===== src/rtl/regfile_pkg.sv =====
// Shared definitions for the register-file write-back path: default widths,
// register count and the write-request record {rd, data}.
package regfile_pkg;

  localparam int DEF_DATA_W = 32;
  localparam int DEF_ADDR_W = 5;
  localparam int NUM_REGS   = 32;

  typedef struct packed {
    logic [DEF_ADDR_W-1:0] rd;
    logic [DEF_DATA_W-1:0] data;
  } wb_req_t;

endpackage


===== src/rtl/regfile_wb_arbiter_rr_arb2.sv =====
// Two-way round-robin grant. The grant is combinational from the valids and
// the pointer; the pointer moves to the non-granted port after every grant.
module rr_arb2 (
  input  logic       clk,
  input  logic       rst,
  input  logic [1:0] valid_i,
  output logic [1:0] grant_o
);

  logic ptr_q, ptr_d;

  always_comb begin
    grant_o = 2'b00;
    case (valid_i)
      2'b01:   grant_o = 2'b01;
      2'b10:   grant_o = 2'b10;
      2'b11:   grant_o = ptr_q ? 2'b10 : 2'b01;
      default: grant_o = 2'b00;
    endcase
  end

  // Idle cycles leave the pointer alone so the favoured port keeps its turn.
  always_comb begin
    ptr_d = ptr_q;
    if (|grant_o) ptr_d = ~grant_o[1];
  end

  always_ff @(posedge clk or posedge rst) begin
    if (rst) ptr_q <= 1'b0;
    else     ptr_q <= ptr_d;
  end

endmodule


===== src/rtl/regfile_wb_arbiter.sv =====
// Write-back arbiter sharing the register-file write port between the ALU
// (port 0) and the load unit (port 1). Define REGFILE_WB_SCOREBOARD_EN to add
// the issue-side busy scoreboard (iss_valid/iss_rd/busy).
module regfile_wb_arbiter
  import regfile_pkg::*;
#(
  parameter int DATA_W = DEF_DATA_W,
  parameter int ADDR_W = DEF_ADDR_W
) (
  input  logic              clk,
  input  logic              rst,
  input  logic              req0_valid,
  input  logic [ADDR_W-1:0] req0_rd,
  input  logic [DATA_W-1:0] req0_data,
  output logic              req0_ready,
  input  logic              req1_valid,
  input  logic [ADDR_W-1:0] req1_rd,
  input  logic [DATA_W-1:0] req1_data,
  output logic              req1_ready,
  output logic              regwr,
  output logic [ADDR_W-1:0] rw,
  output logic [DATA_W-1:0] busw
`ifdef REGFILE_WB_SCOREBOARD_EN
  ,
  input  logic                   iss_valid,
  input  logic [ADDR_W-1:0]      iss_rd,
  output logic [(1<<ADDR_W)-1:0] busy
`endif
);

  typedef struct packed {
    logic [ADDR_W-1:0] rd;
    logic [DATA_W-1:0] data;
  } req_t;

  req_t       req [2];
  req_t       sel;
  logic [1:0] valid, grant;
  logic       accept;

  assign req[0] = '{rd: req0_rd, data: req0_data};
  assign req[1] = '{rd: req1_rd, data: req1_data};
  assign valid  = {req1_valid, req0_valid};

  rr_arb2 u_arb (
    .clk     (clk),
    .rst     (rst),
    .valid_i (valid),
    .grant_o (grant)
  );

  assign req0_ready = grant[0];
  assign req1_ready = grant[1];
  assign accept     = |grant;
  assign sel        = grant[1] ? req[1] : req[0];

  // Output stage: x0 writes still consume the grant but never raise regwr.
  logic              regwr_q, regwr_d;
  logic [ADDR_W-1:0] rw_q, rw_d;
  logic [DATA_W-1:0] busw_q, busw_d;

  always_comb begin
    regwr_d = 1'b0;
    rw_d    = rw_q;
    busw_d  = busw_q;
    if (accept) begin
      regwr_d = (sel.rd != '0);
      rw_d    = sel.rd;
      busw_d  = sel.data;
    end
  end

  always_ff @(posedge clk or posedge rst) begin
    if (rst) begin
      regwr_q <= 1'b0;
      rw_q    <= '0;
      busw_q  <= '0;
    end else begin
      regwr_q <= regwr_d;
      rw_q    <= rw_d;
      busw_q  <= busw_d;
    end
  end

  assign regwr = regwr_q;
  assign rw    = rw_q;
  assign busw  = busw_q;

`ifdef REGFILE_WB_SCOREBOARD_EN
  logic [(1<<ADDR_W)-1:0] busy_q, busy_d;

  // Clear first, then set, so a same-edge re-issue keeps the bit high.
  always_comb begin
    busy_d = busy_q;
    if (regwr_q) busy_d[rw_q] = 1'b0;
    if (iss_valid && iss_rd != '0) busy_d[iss_rd] = 1'b1;
  end

  always_ff @(posedge clk or posedge rst) begin
    if (rst) busy_q <= '0;
    else     busy_q <= busy_d;
  end

  assign busy = busy_q;
`endif

endmodule

===== config.mk =====
export PLATFORM = sky130hd
export DESIGN_NAME = regfile_wb_arbiter
export DESIGN_NICKNAME = d
export VERILOG_FILES = /design/src/rtl/regfile_pkg.sv /design/src/rtl/regfile_wb_arbiter_rr_arb2.sv /design/src/rtl/regfile_wb_arbiter.sv
export SDC_FILE = /design/constraint.sdc
export NUM_CORES = 1
export LEC_CHECK = 0
export CAP_MARGIN = 20
export CORE_MARGIN = 5
export CORE_UTILIZATION = 39
export DETAILED_ROUTE_END_ITERATION = 7
export HOLD_SLACK_MARGIN = 0.1
export PLACE_DENSITY_LB_ADDON = 0.12
export SLEW_MARGIN = 20
export SYNTH_ARGS = -nofsm -noshare
export SYNTH_HDL_FRONTEND = slang
export SYNTH_SLANG_ARGS = --single-unit

===== constraint.sdc =====
create_clock -name clk -period 3.31 [get_ports clk]
set_clock_uncertainty 0.1 [all_clocks]
set_input_delay 0.662 -clock clk [delete_from_list [all_inputs] [get_ports clk]]
set_output_delay 0.662 -clock clk [all_outputs]
set_load 0.02 [all_outputs]

* Word level (Yosys, flattened, before mapping)
Cells that the tools add are included.
Widths: inputs -> output; s select.
** Storage, ports and cells
- RAM bits :: 0
- Output and inout port bits :: 40
- Register bits :: 39
- Memories kept :: 0
- Word-level logic and storage cells :: 14
- ROM bits :: 0
- Latch bits :: 0
** Cells by class
- Equal/unequal tests :: 3
- Multipliers :: 0
- Div/mod/pow operators :: 0
- Multiplexer cells :: 4
- Reductions and logical operators :: 2
- Shifts and indexed selects :: 0
- Order comparisons :: 0
- Bitwise operators :: 1
- Add/subtract/negate cells :: 0
** Operators with widths (number)
- $mux 37 :: 1
- $pmux 2 s3 :: 1
- $reduce_bool 5->1 :: 1
- $eq 2x2->1 const B :: 2
- $eq 2x1->1 const B :: 1
- $mux 2 :: 1
- $reduce_or 2->1 :: 1
- $mux 1 :: 1
- $not 1->1 :: 1

* Longest topological paths before layout
- Depth in word-level cells :: 5
- Mapped depth :: 6

* By module
From an unflattened synthesis, not the netlist that was laid out.
** Unflattened totals
- Cell total of the unflattened synthesis :: 174
- Area, all modules :: 1808.0 µm²
** By module, submodules not included
- regfile_wb_arbiter :: instances 1, area an instance 1750.4 µm², cells each 167, sequential area each 950.9 µm²
- rr_arb2 :: instances 1, area an instance 57.6 µm², cells each 7, sequential area each 25.0 µm²

* Worst setup path before layout
OpenSTA, ideal clock, no wires.
- Kind :: input -> output
- Start point :: in req0_valid
- End point :: out req1_ready
- Arrival time :: 1.278 ns
- Stages :: 5
- Path slack :: 1.270 ns
- Path through :: buf_4 -> nand2b_4 -> buf_6 -> nand2_1 -> inv_1
** On the way
- Longest elaborated chain between the ends :: 2
- Elaborated cells on any way between the ends :: 4
** Ends and longest elaborated chain
- start, declared :: RTL line regfile_wb_arbiter.sv:12 : input logic req0_valid,
- $eq 2x2->1 or $eq 2x1->1 (tied branches) :: RTL line regfile_wb_arbiter_rr_arb2.sv:14 : case (valid_i)
- $pmux 2 s3 * :: RTL line regfile_wb_arbiter_rr_arb2.sv:14
- end, declared :: RTL line regfile_wb_arbiter.sv:19 : output logic req1_ready,
Mark *: on every way between the ends. The rest lies on a longest branch, timed or not.

* Final worst setup path
- Start point :: in req0_valid
- End point :: out req0_ready
** On the way
- Longest elaborated chain between the ends :: 2
- Elaborated cells on any way between the ends :: 4
** Ends and longest elaborated chain
- $eq 2x2->1 or $eq 2x1->1 (tied branches) :: RTL line regfile_wb_arbiter_rr_arb2.sv:14
- $pmux 2 s3 * :: RTL line regfile_wb_arbiter_rr_arb2.sv:14
- end, declared :: RTL line regfile_wb_arbiter.sv:15 : output logic req0_ready,
Marked as above.

==> impl_metrics.py <==
metrics = {
    "outcome": {
        "status": "finished clean",
    },
    "pwr": {
        "power.density_mw_per_mm2": 450,
        "p_int_mw": 0.994,
        "p_switching_mw": 0.407,
        "p_sw_share_pct": 29.1,
        "seq_power_share_pct": 40.7,
        "power_frac_clock_pct": 27.4,
        "p_leak_nw": 1.36,
        "p_comb_share_pct": 31.9,
        "power_mw": 1.40,
        "peakVddDrop_v": 0.000256,
    },
    "timing": {
        "fmax_mhz": 338,
        "hold_viol_final": 0,
        "timing.setup.tns_ns": 0,
        "period_minus_slack_ns": 2.96,
        "grt_setup_unrepaired": "false",
        "maxSlewViolCount": 0,
        "fin_crit_sh_pct": 89.5,
        "setup_viol_count_final": 0,
        "tightest_slew_ns": 0.507,
        "max_slew_margin_pct": 66.2,
        "setup_ws_ns": 0.348,
    },
    "detailed_routing": {
        "wl_um": 6050,
        "dr.pass1.iters": 4,
        "viasPerCell": 5.29,
        "drc_errors": 0,
        "postRouteAntennaNets": 0,
        "drt-initial-drc-count": 51,
        "vias": 1874,
        "wl_per_cell_um": 17.1,
    },
    "synthesis": {
        "synth.cell_area_sq_mm": 0.00183,
        "synth_compound_area_share_pct": 20.2,
        "synth_edf_count": 0,
        "synth_top_area_share_pct": 53.4,
        "synthArstFlopShare_pct": 100,
        "synthCells": 184,
        "synth-xor-area-share_pct": 0,
        "ys_seq_area_share_pct": 53.4,
        "netlist_top_cells_area": "dfrtp_1 (53%), a32oi_1 (15%), nand2_1 (13%)",
        "yosys_warnings": 0,
        "syn_nets": 262,
        "synth_top_flop_cell": "dfrtp_1",
        "synthMuxAreaShare_pct": 3.08,
        "syn_area_per_cell_sq_um": 9.94,
        "yosys.area.top_type": "dfrtp_1",
        "yosys.cell_types.count": 18,
        "synth_top_family_by_area": "compound AO/OA/AOI/OAI gates",
        "yosys.area_share.simple_pct": 15.5,
        "ys_seq_elements": 39,
        "synthAdderAreaFrac_pct": 0,
    },
    "global_routing": {
        "track_usage_pct": 20.3,
        "grt_max_degree": 40,
        "overflow": 0,
        "grt_pass1_wl_um": 9760,
        "grt_pass1_vias": 1882,
        "antenna_found_initial": 0,
    },
    "cells_and_area": {
        "antenna_cells": 0,
        "drive_above_1_share_pct": 7.33,
        "design_area_sq_mm": 0.00312,
        "stdcell_count": 354,
        "fin_nets": 378,
        "area_growth_syn_to_layout_pct": 70.4,
    },
    "worst_setup_path": {
        "crit_type": "in2out",
        "worst_setup_path_start_kind": "input port",
        "cp_num_buf_inv": 2,
        "cp.required_ns": 2.55,
        "crit_top_cell": "clkdlybuf4s50_1",
        "path_cells": "clkdlybuf4s50_1, a21boi_4, clkdlybuf4s50_1",
        "r2r_cells": 4,
        "cp.arrival_ns": 2.20,
        "max_stage_delay_ns": 0.66,
        "slowest_stage": "clkdlybuf4s50_1",
        "cp-end-kind": "output port",
        "rr_startpoint": "u_arb.ptr_q",
        "cp_max_fo": 6,
        "cp_top_family": "buffers and inverters",
        "r2r_slack_ns": 1.88,
        "r2r-end": "busw[29]",
    },
    "floorplan": {
        "ioPinCount": 118,
        "core_area_sq_mm": 0.00463,
        "start_util_pct": 39.5,
        "fp.dieW_um": 78.5,
        "dieArea_sq_mm": 0.00616,
        "row_count": 25,
        "die_h_um": 78.5,
    },
    "clock_tree": {
        "cts_setup_buffers": 0,
        "clockRootBuffer": "clkbuf_8",
        "clkTransAtPathRegs_ns": 0.07,
        "clock_latency_ns": 0.29,
        "postCtsHoldBufs": 0,
        "tritoncts": "done",
        "clock_sinks": 39,
        "post_cts_resized": 0,
        "clockBufferDepth": 2,
        "htree_levels": 2,
        "cts_inserted_buffers": 5,
    },
    "placed_design": {
        "dp_hpwl_um": 4210,
        "place.gp.congestion": 0.828,
        "place_area_sq_mm": 0.00301,
        "post-place-ws_ns": 0.352,
        "post-place-cells": 347,
        "portBuffers": 117,
    },
    "hold_path": {
        "worstHoldPathType": "reg2reg",
        "worstHoldStart": "busw[15]",
        "hold_depth": 2,
        "holdPathEnd": "busw[15]",
    },
    "run": {
        "drv_cap": 0,
    },
}
## registers in the layout (all words and copies together) (netlist names)
register,count
busw,32
u_arb.ptr_q,1
regwr,1
rw,5
## final cells by class
class | instances | area (sq um)
Tap cell | 54 | 67.6
Multi-Input combinational cell | 121 | 709
Inverter | 8 | 30.0
Clock inverter | 1 | 30.0
Timing Repair Buffer | 125 | 1230
Fill cell | 401 | 1510
Sequential cell | 39 | 976
Clock buffer | 6 | 72.6
## power by group through the flow
stage                     Combinational, mW  Sequential [mW]  Clock (mW)
after floorplan                       0.134            0.650           0
after global placement                0.448            0.575           0
after detailed placement              0.452            0.578           0
after CTS                             0.453            0.570       0.397
after global routing                  0.481            0.578       0.413
final                                 0.447            0.570       0.384
## cells in the mapped netlist, types with 2 or more instances
| cell | number |
|---|---|
| a21oi_1 | 5 |
| a32oi_1 | 32 |
| buf_2 | 7 |
| buf_4 | 2 |
| buf_6 | 5 |
| clkbuf_1 | 2 |
| dfrtp_1 | 39 |
| inv_1 | 8 |
| mux2_2 | 5 |
| nand2_1 | 65 |
| o21ai_0 | 2 |
| o22ai_1 | 5 |
| or4_1 | 2 |
## placed cells by master, fill, tap and decap left out, drive strengths merged
master and count:
a21boi 1, a21oi 5, a32oi 32, buf 8, bufinv 1, clkbuf 6, clkdlybuf4s50 117, dfrtp 39
inv 8, mux2 5, nand2 65, nand2b 1, nor2 2, o21ai 3, o22ai 5, or4 2
## worst max path at each step
stage                    start    endpoint  slack, ns  depth (start not counted)
global route        req0_valid  req0_ready       0.29                          3
CTS                 req0_valid  req0_ready       0.34                          3
detailed placement  req0_valid  req0_ready       0.35                          3
global placement    req0_valid  req0_ready       0.36                          3
floorplan           req0_valid  req1_ready       1.27                          5
finish              req0_valid  req0_ready       0.35                          3
## worst register-to-register path: stages (launching register included)
cell and delay, ns:
dfrtp_1 0.43, nand2b_4 0.16, buf_4 0.26, a32oi_1 0.30, nand2_1 0.07
## cell families after synthesis
group,after synthesis
simple gates,70
mux,5
compound gates,46
buf+inv,24
flops,39
## metrics by stage
stage	utilization (%)	hold WS, ns
global placement	65.1	0.360
finish	67.3	0.384
floorplan	-	0.455
CTS	67.3	0.385
global route	67.3	0.410
detailed placement	65.1	0.365
## layer usage
metal / vias up / global-route usage [%] / part of all wire, %
li1: 888 / - / -
met5: - / 0 / 0
met4: 0 / 5.77 / 1.3
met3: 8 / 6.42 / 6.9
met1: 905 / 25.0 / 41
met2: 73 / 34.1 / 51
(Power assumes the default switching activity.)
